--- src/rtl/countdown_pkg.sv ---
// rtl/countdown_pkg.sv - shared state type for the countdown timer
package countdown_pkg;

  typedef enum logic [1:0] {
    IDLE   = 2'd0,
    RUN    = 2'd1,
    PAUSED = 2'd2,
    DONE   = 2'd3
  } countdown_state_t;

endpackage

--- src/rtl/countdown_timer.sv ---
// rtl/countdown_timer.sv - programmable down-counter with one-shot/auto-reload and run/pause/done control
module countdown_timer
  import countdown_pkg::*;
#(
  parameter int VALUE_MAX = 7,
  parameter int W = $clog2(VALUE_MAX + 1)
) (
  input  logic         clk,
  input  logic         rst_n,
  input  logic         load,
  input  logic [W-1:0] load_value,
  input  logic         start,
  input  logic         stop,
  input  logic         enabled,
  input  logic         auto_reload,
  output logic [W-1:0] value,
  output logic         underflow,
  output logic         busy,
  output logic         done
);

  localparam logic [W-1:0] VMAX = W'(VALUE_MAX);

  countdown_state_t state_q, state_d;
  logic [W-1:0]     value_q, value_d;
  logic [W-1:0]     reload_q, reload_d;
  logic             underflow_q, underflow_d;
  logic [W-1:0]     load_clamped;

  // Saturate out-of-range load values to the largest legal count
  always_comb begin
    load_clamped = load_value;
    if (32'(load_value) > VALUE_MAX) begin
      load_clamped = VMAX;
    end
  end

  // Next-state decode: load > stop > start > enabled tick
  always_comb begin
    state_d     = state_q;
    value_d     = value_q;
    reload_d    = reload_q;
    underflow_d = 1'b0;
    if (load) begin
      value_d  = load_clamped;
      reload_d = load_clamped;
      state_d  = IDLE;
    end else if (stop && (state_q == RUN)) begin
      state_d = PAUSED;
    end else if (start && (state_q != RUN)) begin
      if (state_q == DONE) begin
        value_d = reload_q;
        state_d = RUN;
      end else if (value_q != '0) begin
        state_d = RUN;
      end else begin
        // Starting an already-expired count finishes immediately
        state_d     = DONE;
        underflow_d = 1'b1;
      end
    end else if ((state_q == RUN) && enabled) begin
      if (value_q != '0) begin
        value_d = value_q - 1'b1;
      end else begin
        underflow_d = 1'b1;
        if (auto_reload) begin
          value_d = reload_q;
        end else begin
          state_d = DONE;
        end
      end
    end
  end

  // Register all state; reset discards any wrap pending on the same edge
  always_ff @(posedge clk) begin
    if (!rst_n) begin
      state_q     <= IDLE;
      value_q     <= '0;
      reload_q    <= '0;
      underflow_q <= 1'b0;
    end else begin
      state_q     <= state_d;
      value_q     <= value_d;
      reload_q    <= reload_d;
      underflow_q <= underflow_d;
    end
  end

  assign value     = value_q;
  assign underflow = underflow_q;
  assign busy      = (state_q == RUN);
  assign done      = (state_q == DONE);

endmodule

--- config.mk ---
export PLATFORM = sky130hd
export DESIGN_NAME = countdown_timer
export DESIGN_NICKNAME = d
export VERILOG_FILES = /design/src/rtl/countdown_pkg.sv /design/src/rtl/countdown_timer.sv
export SDC_FILE = /design/constraint.sdc
export NUM_CORES = 1
export LEC_CHECK = 0
export BUFFER_PORTS_ARGS = -buffer_cell sky130_fd_sc_hd__buf_2
export CORE_AREA = 2 2 39 41
export CTS_CLUSTER_SIZE = 24
export DETAILED_ROUTE_END_ITERATION = 16
export DIE_AREA = 0 0 41 43
export GPL_TIMING_DRIVEN = 0
export PLACE_DENSITY_LB_ADDON = 0.3
export SYNTH_ARGS = -nofsm -noshare
export SYNTH_HDL_FRONTEND = slang
export SYNTH_SLANG_ARGS = --single-unit
--- constraint.sdc ---
create_clock -name clk -period 2.1 [get_ports clk]
set_clock_uncertainty 0.05 [all_clocks]
set_input_delay 0.42 -clock clk [delete_from_list [all_inputs] [get_ports clk]]
set_output_delay 0.42 -clock clk [all_outputs]
set_load 0.005 [all_outputs]
; Word level (Yosys, flattened, before mapping)
; Index checks and enable logic that the tools add are counted.
[classes]
add_sub_neg = 1
n_eq_ne = 9
n_mux = 18
bitwise = 1
reduce_logical = 13
[ops]
columns = op, n
row1 = $mux W3, 7
row2 = $mux W2, 7
row3 = $reduce_bool A3 Y1, 3
row4 = $ne A3 B3 Y1 const B, 2
row5 = $reduce_and A3 Y1, 2
row6 = $mux W1, 4
row7 = $ne A2 B1 Y1 const B, 2
row8 = $ne A2 B2 Y1 const B, 2
row9 = $reduce_and A4 Y1, 1
row10 = $reduce_bool A4 Y1, 1
row11 = $logic_and A1 B1 Y1, 3
row12 = $ne A3 B1 Y1 const B, 1
row13 = $reduce_or A3 Y1, 1
row14 = $sub A3 B1 Y3 const B, 1
row15 = $eq A2 B1 Y1 const B, 1
row16 = $eq A2 B2 Y1 const B, 1
row17 = $reduce_bool A2 Y1, 1
row18 = $reduce_or A2 Y1, 1
row19 = $not A1 Y1, 1
[word_totals]
ff_bits = 9
inputBits = 10
output_inout_bits = 6

; Longest topological paths before layout
; Gate-level depths: netlist of the first run.
[logic_depth]
ltp_word = 6
ltp_mapped = 6
ltp_nobuf = 6

; Worst setup path before layout of the first run
; Ideal clock, no wire load.
[synth_timing]
path_type = flip-flop to flip-flop
startpoint = register value_q[0] (netlist: value[0])
endpoint = register value_q[2] (netlist: value[2])
setup_ns = 0.060
t_arrival_ns = 1.423
required_time_ns = 1.990
path_slack_ns = 0.567
path_stages_with_launch = 7
n_path_buf = 0
period_less_slack_ns = 1.533
path_cell_list = dfxtp_1 > inv_1 > ha_1 > nor2b_1 > and4_4 > o311ai_1 > o2111a_1
[synth_via]
elab_chain_cells = 6
[synth_rtl]
columns = element, line
row1 = from (decl), countdown_timer.sv:25  ; logic [W-1:0] value_q, value_d;
row2 = from (signal assigned), countdown_timer.sv:84  ; value_q <= value_d;
row3 = $sub A3 B1 Y3 / $reduce_bool A3 Y1 (equally long branches), "countdown_timer.sv:63, countdown_timer.sv:62"
row4 = $mux W3, countdown_timer.sv:62  ; if (value_q != '0) begin
row5 = $mux W3, countdown_timer.sv:61  ; end else if ((state_q == RUN) && enabled) begin
row6 = $mux W3, countdown_timer.sv:50  ; end else if (start && (state_q != RUN)) begin
row7 = $mux W3, countdown_timer.sv:48  ; end else if (stop && (state_q == RUN)) begin
row8 = $mux W3, countdown_timer.sv:44  ; if (load) begin
; Parallel ways exist; a longest one is shown, timed or not. The select of a mux whose other input is x is not followed.
; A chain may end at the register's enable or synchronous reset.

; Worst setup path in the final report of the first run
; Same ends and word-level chain as after synthesis.

==> results of run 1 <==
final cells by class:
type / instances / area (sq um)
Multi-Input combinational cell: 53 / 370
Timing Repair Buffer: 14 / 70.1
Fill cell: 152 / 682
Tap cell: 16 / 20.0
Sequential cell: 9 / 180
Buffer: 2 / 16.3
Inverter: 5 / 18.8
Clock buffer: 4 / 26.3
critical path, cell delays in order (launching register included):
cell,delay [ns]
dfxtp_1,0.36
inv_1,0.09
ha_1,0.23
nor2b_1,0.18
and4_4,0.19
o311ai_1,0.33
o2111a_1,0.23
placed cells by master (no fill, tap or decap), types with 2 or more instances in the layout:
cell | Yosys | final
buf_2 | 1 | 15
dfxtp_1 | 9 | 9
nor2_1 | 6 | 6
inv_1 | 5 | 5
nor2b_1 | 4 | 4
a21oi_1 | 4 | 4
nand2_1 | 4 | 4
o21ai_0 | 3 | 3
clkbuf_4 | 0 | 3
mux2i_1 | 2 | 2
nor3b_1 | 2 | 2
o2bb2ai_1 | 2 | 2
a211oi_1 | 2 | 2
nand3_1 | 2 | 2
ha_1 | 2 | 2
stage by stage:
stage	area [sq um]	setup slack, ns	hold slack (ns)	util (%)
after global placement	676	0.436	0.450	48.8
after floorplan	586	0.567	0.417	-
after CTS	702	0.402	0.339	50.7
after global routing	702	0.285	0.366	50.7
final	702	0.382	0.351	50.7
after detailed placement	676	0.430	0.461	48.8
report_power, final:
| group | switching (uW) | total, uW | internal (uW) |
|---|---|---|---|
| clock | 59.5 | 133 | 73.1 |
| sequential | 11.9 | 194 | 183 |
| combinational | 53.9 | 104 | 50.2 |
| total | 125 | 431 | 306 |
registers in the layout, summed over array words and instances, names as in the netlist:
name / flops
state_q: 2
reload_q: 3
underflow: 1
value: 3
final timing paths:
kind	startpoint	end	slack, ns	cells past startpoint
worst max-delay path	value[0]$_SDFFE_PN0P_	value[2]$_SDFFE_PN0P_	0.38	6
worst min-delay path	start	state_q[0]$_SDFFE_PP0P_	0.35	3
worst min register to register	reload_q[2]$_SDFFE_PN0P_	reload_q[2]$_SDFFE_PN0P_	0.47	2
worst max register to register	value[0]$_SDFFE_PN0P_	value[2]$_SDFFE_PN0P_	0.38	6
per-layer routing:
metal	part of all wire [%]	GRT usage, %	routed length [um]
met4	2.1	14.0	27
met1	51	23.6	658
met3	3.6	1.57	47
met2	44	23.1	565
met5	0	0	0
cell families after synthesis:
kind of cell	count (synthesis)
fa+ha+maj	2
flops	9
simple gates	27
mux	2
buf+inv	7
compound gates	22
==> metrics, run 1 <==
outcome complete, no violations; Worst Hold Class primary input to flop; Netlist cell types 35; Ys Warns 0; Core Region 0.00138 sq mm; worst-margin pin slew 0.324 ns; post-route ant nets 0; count leader, synth dfxtp_1; post-route minimum period 1.72 ns; final hold vios 0; row cnt 14; Synth Cell Area 586 sq um; Max transition margin 78.0%; post-synth top area share 30.8%; P per Cell Area 614 mW/mm^2; CTS Buf Count 3; Initial Util 42.3%; Post-Syn Instances 69; CTS root buffer clkbuf_4; Post-synth EDFFs 0; Critical Path Source Type flop; layout cells sized above 1 27.6%; final std cells w/o fill 103; Clock Sinks 9; flops & latches, synth 9; die area 0.00176 sq mm; DRT Wirelength 1300 um; Pwr Total 431 uW; post-cts resize count 0; wire length per cell 12.6 um; leading area contributor after synthesis dfxtp_1; Overflow after GRT 0; die width 41 um; Total Neg Setup Slack 0 ns; number of global-route vias before repair 484; top-level I/O count 16; Max Buffers Root-to-Sink 2; Commonest cells post-synth dfxtp_1 (9), nor2_1 (6), inv_1 (5); register area share after synthesis 30.8%; Max FO, Critical Path 4; Crit path required time 2.26 ns; Slew Limit Fails 0; pin count of the biggest net entering global routing 11; Max Cap Viol 0; DRC Markers 0; Area Growth Syn to Fin 19.9%; Area contributors post-synth dfxtp_1 (31%), ha_1 (4.3%), nor2b_1 (4.3%); DR vias 571; fraction of synthesized area in multiplexers 3.42%; WS Path Type flop to flop; H-tree levels 1; initial antenna violation count 0; final setup violation count 0; GPL Wtd Cong 0.779; RSZ-0062 raised after global routing no; Synth Net Count 81; Synth Area in Compound Gates 27.4%; Adder-Cell Fraction of Synth Area 4.27%; CTS tree built; PortBufs 14; Post-CTS Hold Buffers 0; gr usage total 17.2%; worst IR drop on VDD 0.351 mV; Diodes inserted 0; via density per instance 5.54; WP data arrival 1.88 ns; placed insts 99; clk_lat worst skew 0.26 ns; Worst Setup End Kind flop; Synth Area in XOR/XNOR 0%; final net count 100; final cycle utilization of the critical path 81.8%; Max Fclk 582 MHz; Clock transition at path regs 0.06 ns; Final HPWL DP 971 um; chip height 43 um; post-synthesis simple-gate area fraction 28.2%; first-pass GRT wire length 1990 um; drt pass-1 iters 4; Synth async-reset ratio 0%; setup bufs post-CTS 0; largest family of logic cells by synthesized area simple AND/OR/NAND/NOR gates; Synth Flop Type dfxtp_1; number of DRC markers in iteration 0 21; Pleak 0.000308 uW; synthesized area per cell 8.49 sq um
No activity file was read; power rests on OpenSTA's default activity.
==> inputs of run 2 (changes only) <==
--- a/config.mk
+++ b/config.mk
@@ -5,6 +5,7 @@
 export SDC_FILE = /design/constraint.sdc
 export NUM_CORES = 1
 export LEC_CHECK = 0
+export ABC_AREA = 1
 export BUFFER_PORTS_ARGS = -buffer_cell sky130_fd_sc_hd__buf_2
 export CORE_AREA = 2 2 39 41
 export CTS_CLUSTER_SIZE = 24
==> constraint.sdc (replaced) <==
create_clock -name clk -period 1.65 [get_ports clk]
set_clock_uncertainty 0.05 [all_clocks]
set_input_delay 0.33 -clock clk [delete_from_list [all_inputs] [get_ports clk]]
set_output_delay 0.33 -clock clk [all_outputs]
set_load 0.005 [all_outputs]
==> run 2 against run 1 <==
Synthesized area shrank 0.43%. Final cell count rose by 26%. Core utilization rose by 0.18 points. Combinational power up 55%. Count of clock-buffer cells in the layout unchanged. Design area grew 0.36%. Maximum frequency grew 18%. Die area unchanged. Non-clock buffer count is 1 lower. Via count up 5.4%. Clock power up 29%. Critical path type unchanged. Critical endpoint is now value[0]$_SDFFE_PN0P_. Largest power group unchanged. Highest routed layer unchanged.
==> metrics, run 2 <==
outcome complete, no violations; WS Path Type flop to flop; most common cell after layout, fill and taps aside nand2_1; pin count of the biggest net entering global routing 10 (-1); post-route minimum period 1.45 ns (-0.265 ns); DP Area 678 sq um (+0.37%); clk_lat worst skew 0.27 ns (about the same); post-route ant nets 0 (unchanged); number of global-route vias before repair 491 (+1.4%); CTS Buf Count 3 (unchanged); Post-Syn Instances 95 (+38%); final worst setup slack 0.197 ns (-0.185 ns); Max Buffers Root-to-Sink 2 (unchanged); PortBufs 15 (+1); layout cells sized above 1 28.9% (+1.4 points); first-pass GRT wire length 1860 um (-6.9%); die width 41 um (unchanged); drt pass-1 iters 4 (unchanged); leading area contributor after synthesis dfxtp_1; Diodes inserted 0 (unchanged); final hold vios 0 (unchanged); Synth Net Count 107 (+32%); post-route cell area 704 sq um (+0.36%); H-tree levels 1 (unchanged); WP data arrival 1.57 ns (-0.31 ns); Ys Warns 0 (unchanged); flops & latches, synth 9 (unchanged); count leader, synth nand2_1; RSZ-0062 raised after global routing no; Synth Cell Area 583 sq um (-0.43%); Worst Setup End Kind flop; post-cts resize count 0 (unchanged); Pleak 0.000406 uW (+32%); P per Cell Area 817 mW/mm^2 (+33%); register area share after synthesis 30.9% (+0.13 points); chip height 43 um (unchanged); final cycle utilization of the critical path 88.1% (+6.3 points); Area contributors post-synth dfxtp_1 (31%), nand2_1 (17%), nand3_1 (10%); Core Region 0.00138 sq mm (unchanged); setup slack at placement 0.207 ns (-0.223 ns); top-level I/O count 16 (unchanged); Max Cap Viol 0 (unchanged); worst-margin pin slew 0.216 ns (-0.108 ns); CTS root buffer clkbuf_4; final setup violation count 0 (unchanged); wire length per cell 9.02 um (-28%); Commonest cells post-synth nand2_1 (26), nand3_1 (12), inv_1 (11), nor2_1 (11), dfxtp_1 (9); DRT Wirelength 1170 um (-9.6%); Max FO, Critical Path 6 (+2); Clock transition at path regs 0.06 ns (about the same); DR vias 602 (+5.4%); Post-synth EDFFs 0 (unchanged); Crit path required time 1.77 ns (-0.49 ns); FILL cells 148 (-2.6%); row cnt 14 (unchanged); Total Neg Setup Slack 0 ns (unchanged); via density per instance 4.63 (-16%); Critical Path Source Type flop; Netlist cell types 17 (-51%); CTS tree built; Area Growth Syn to Fin 20.8%; post-synth top area share 30.9% (+0.13 points); worst IR drop on VDD 0.416 mV (+19%); Initial Util 42.1% (-0.18 points); synthesized area per cell 6.14 sq um (-28%); Slew Limit Fails 0 (unchanged); initial antenna violation count 0 (unchanged); Max Fclk 688 MHz (+18%); Overflow after GRT 0 (unchanged); Worst Hold Class primary input to flop; Post-CTS Hold Buffers 0 (unchanged); GPL Wtd Cong 0.800 (+2.6%); Final HPWL DP 931 um (-4.2%); Max transition margin 85.5% (+7.5 points); number of DRC markers in iteration 0 9 (-57%); setup bufs post-CTS 0 (unchanged); final net count 127 (+27%); die area 0.00176 sq mm (unchanged); DRC Markers 0 (unchanged); gr usage total 16.1% (-1.0 points); Synth Flop Type dfxtp_1; most frequent cells in the layout nand2_1 (26), buf_2 (15), nand3_1 (12); Synth async-reset ratio 0% (unchanged); Clock Sinks 9 (unchanged)
[run 2: cell types whose count changed in the layout (fill, tap and decap cells not counted), sizes merged, moves of 3 or more]
cell and change:
nand3 +11, nor2 +5, nand2 +27, inv +15
nor2b -5, a21oi -3
[run 2: cell families after synthesis]
| group | Yosys count | synth area share (%) |
|---|---|---|
| DFF | 9 | 30.9 |
| adders and majority gates | 2 | 4.29 |
| buffers and inverters | 20 | 13.3 |
| and+or+nand+nor | 57 | 44.4 |
| AOI/OAI and AO/OA | 7 | 7.08 |
[run 2: through the flow]
step	utilization [%]	instances	hold WS (ns)	total power, uW
after floorplan	-	95	0.389	363
after global placement	49.0	126	0.400	409
after detailed placement	49.0	126	0.406	409
after CTS	50.9	130	0.266	584
after global routing	50.9	130	0.279	624
final	50.9	130	0.273	576
[run 2: area by class of cell]
type                    count  area [sq um]  area share, %
multi-input cells          66           325           46.2
flip-flops and latches      9           180           25.6
inverters                  20          77.6           11.0
repair buffers             15          75.1           10.7
clock buffers               4          26.3           3.73
well taps                  16          20.0           2.84
[run 2: metal layers]
metal	share of wire [%]	GRT usage, %	routed length [um]	vias up
li1	-	-	-	334
met1	48	18.9	563	249
met2	43	22.5	510	15
met3	5.4	4.71	63	4
met4	3.2	14.0	37	0
met5	0	0	0	-
[run 2: final timing paths]
kind	startpoint	endpoint	slack (ns)	cells after the start
worst max-delay path	value[0]$_SDFFE_PN0P_	value[0]$_SDFFE_PN0P_	0.20	10
worst min-delay path	rst_n	value[1]$_SDFFE_PN0P_	0.27	3
worst max register to register	value[0]$_SDFFE_PN0P_	value[0]$_SDFFE_PN0P_	0.20	10
worst min register to register	reload_q[1]$_SDFFE_PN0P_	reload_q[1]$_SDFFE_PN0P_	0.41	2
[run 2: critical path: stages (launching register included)]
cell and delay [ns]:
dfxtp_1 0.34, inv_1 0.08, ha_1 0.21, nand2_1 0.19, inv_1 0.09, nand3_2 0.08, nand2_1 0.06, inv_2 0.05
nand2_2 0.06, nor2_1 0.10, nor2_1 0.05
[run 2: report_power, final]
group,internal (uW),switching [uW]
registers,234,9.30
clock network,93.3,78.3
logic,62.5,98.3
total,390,186
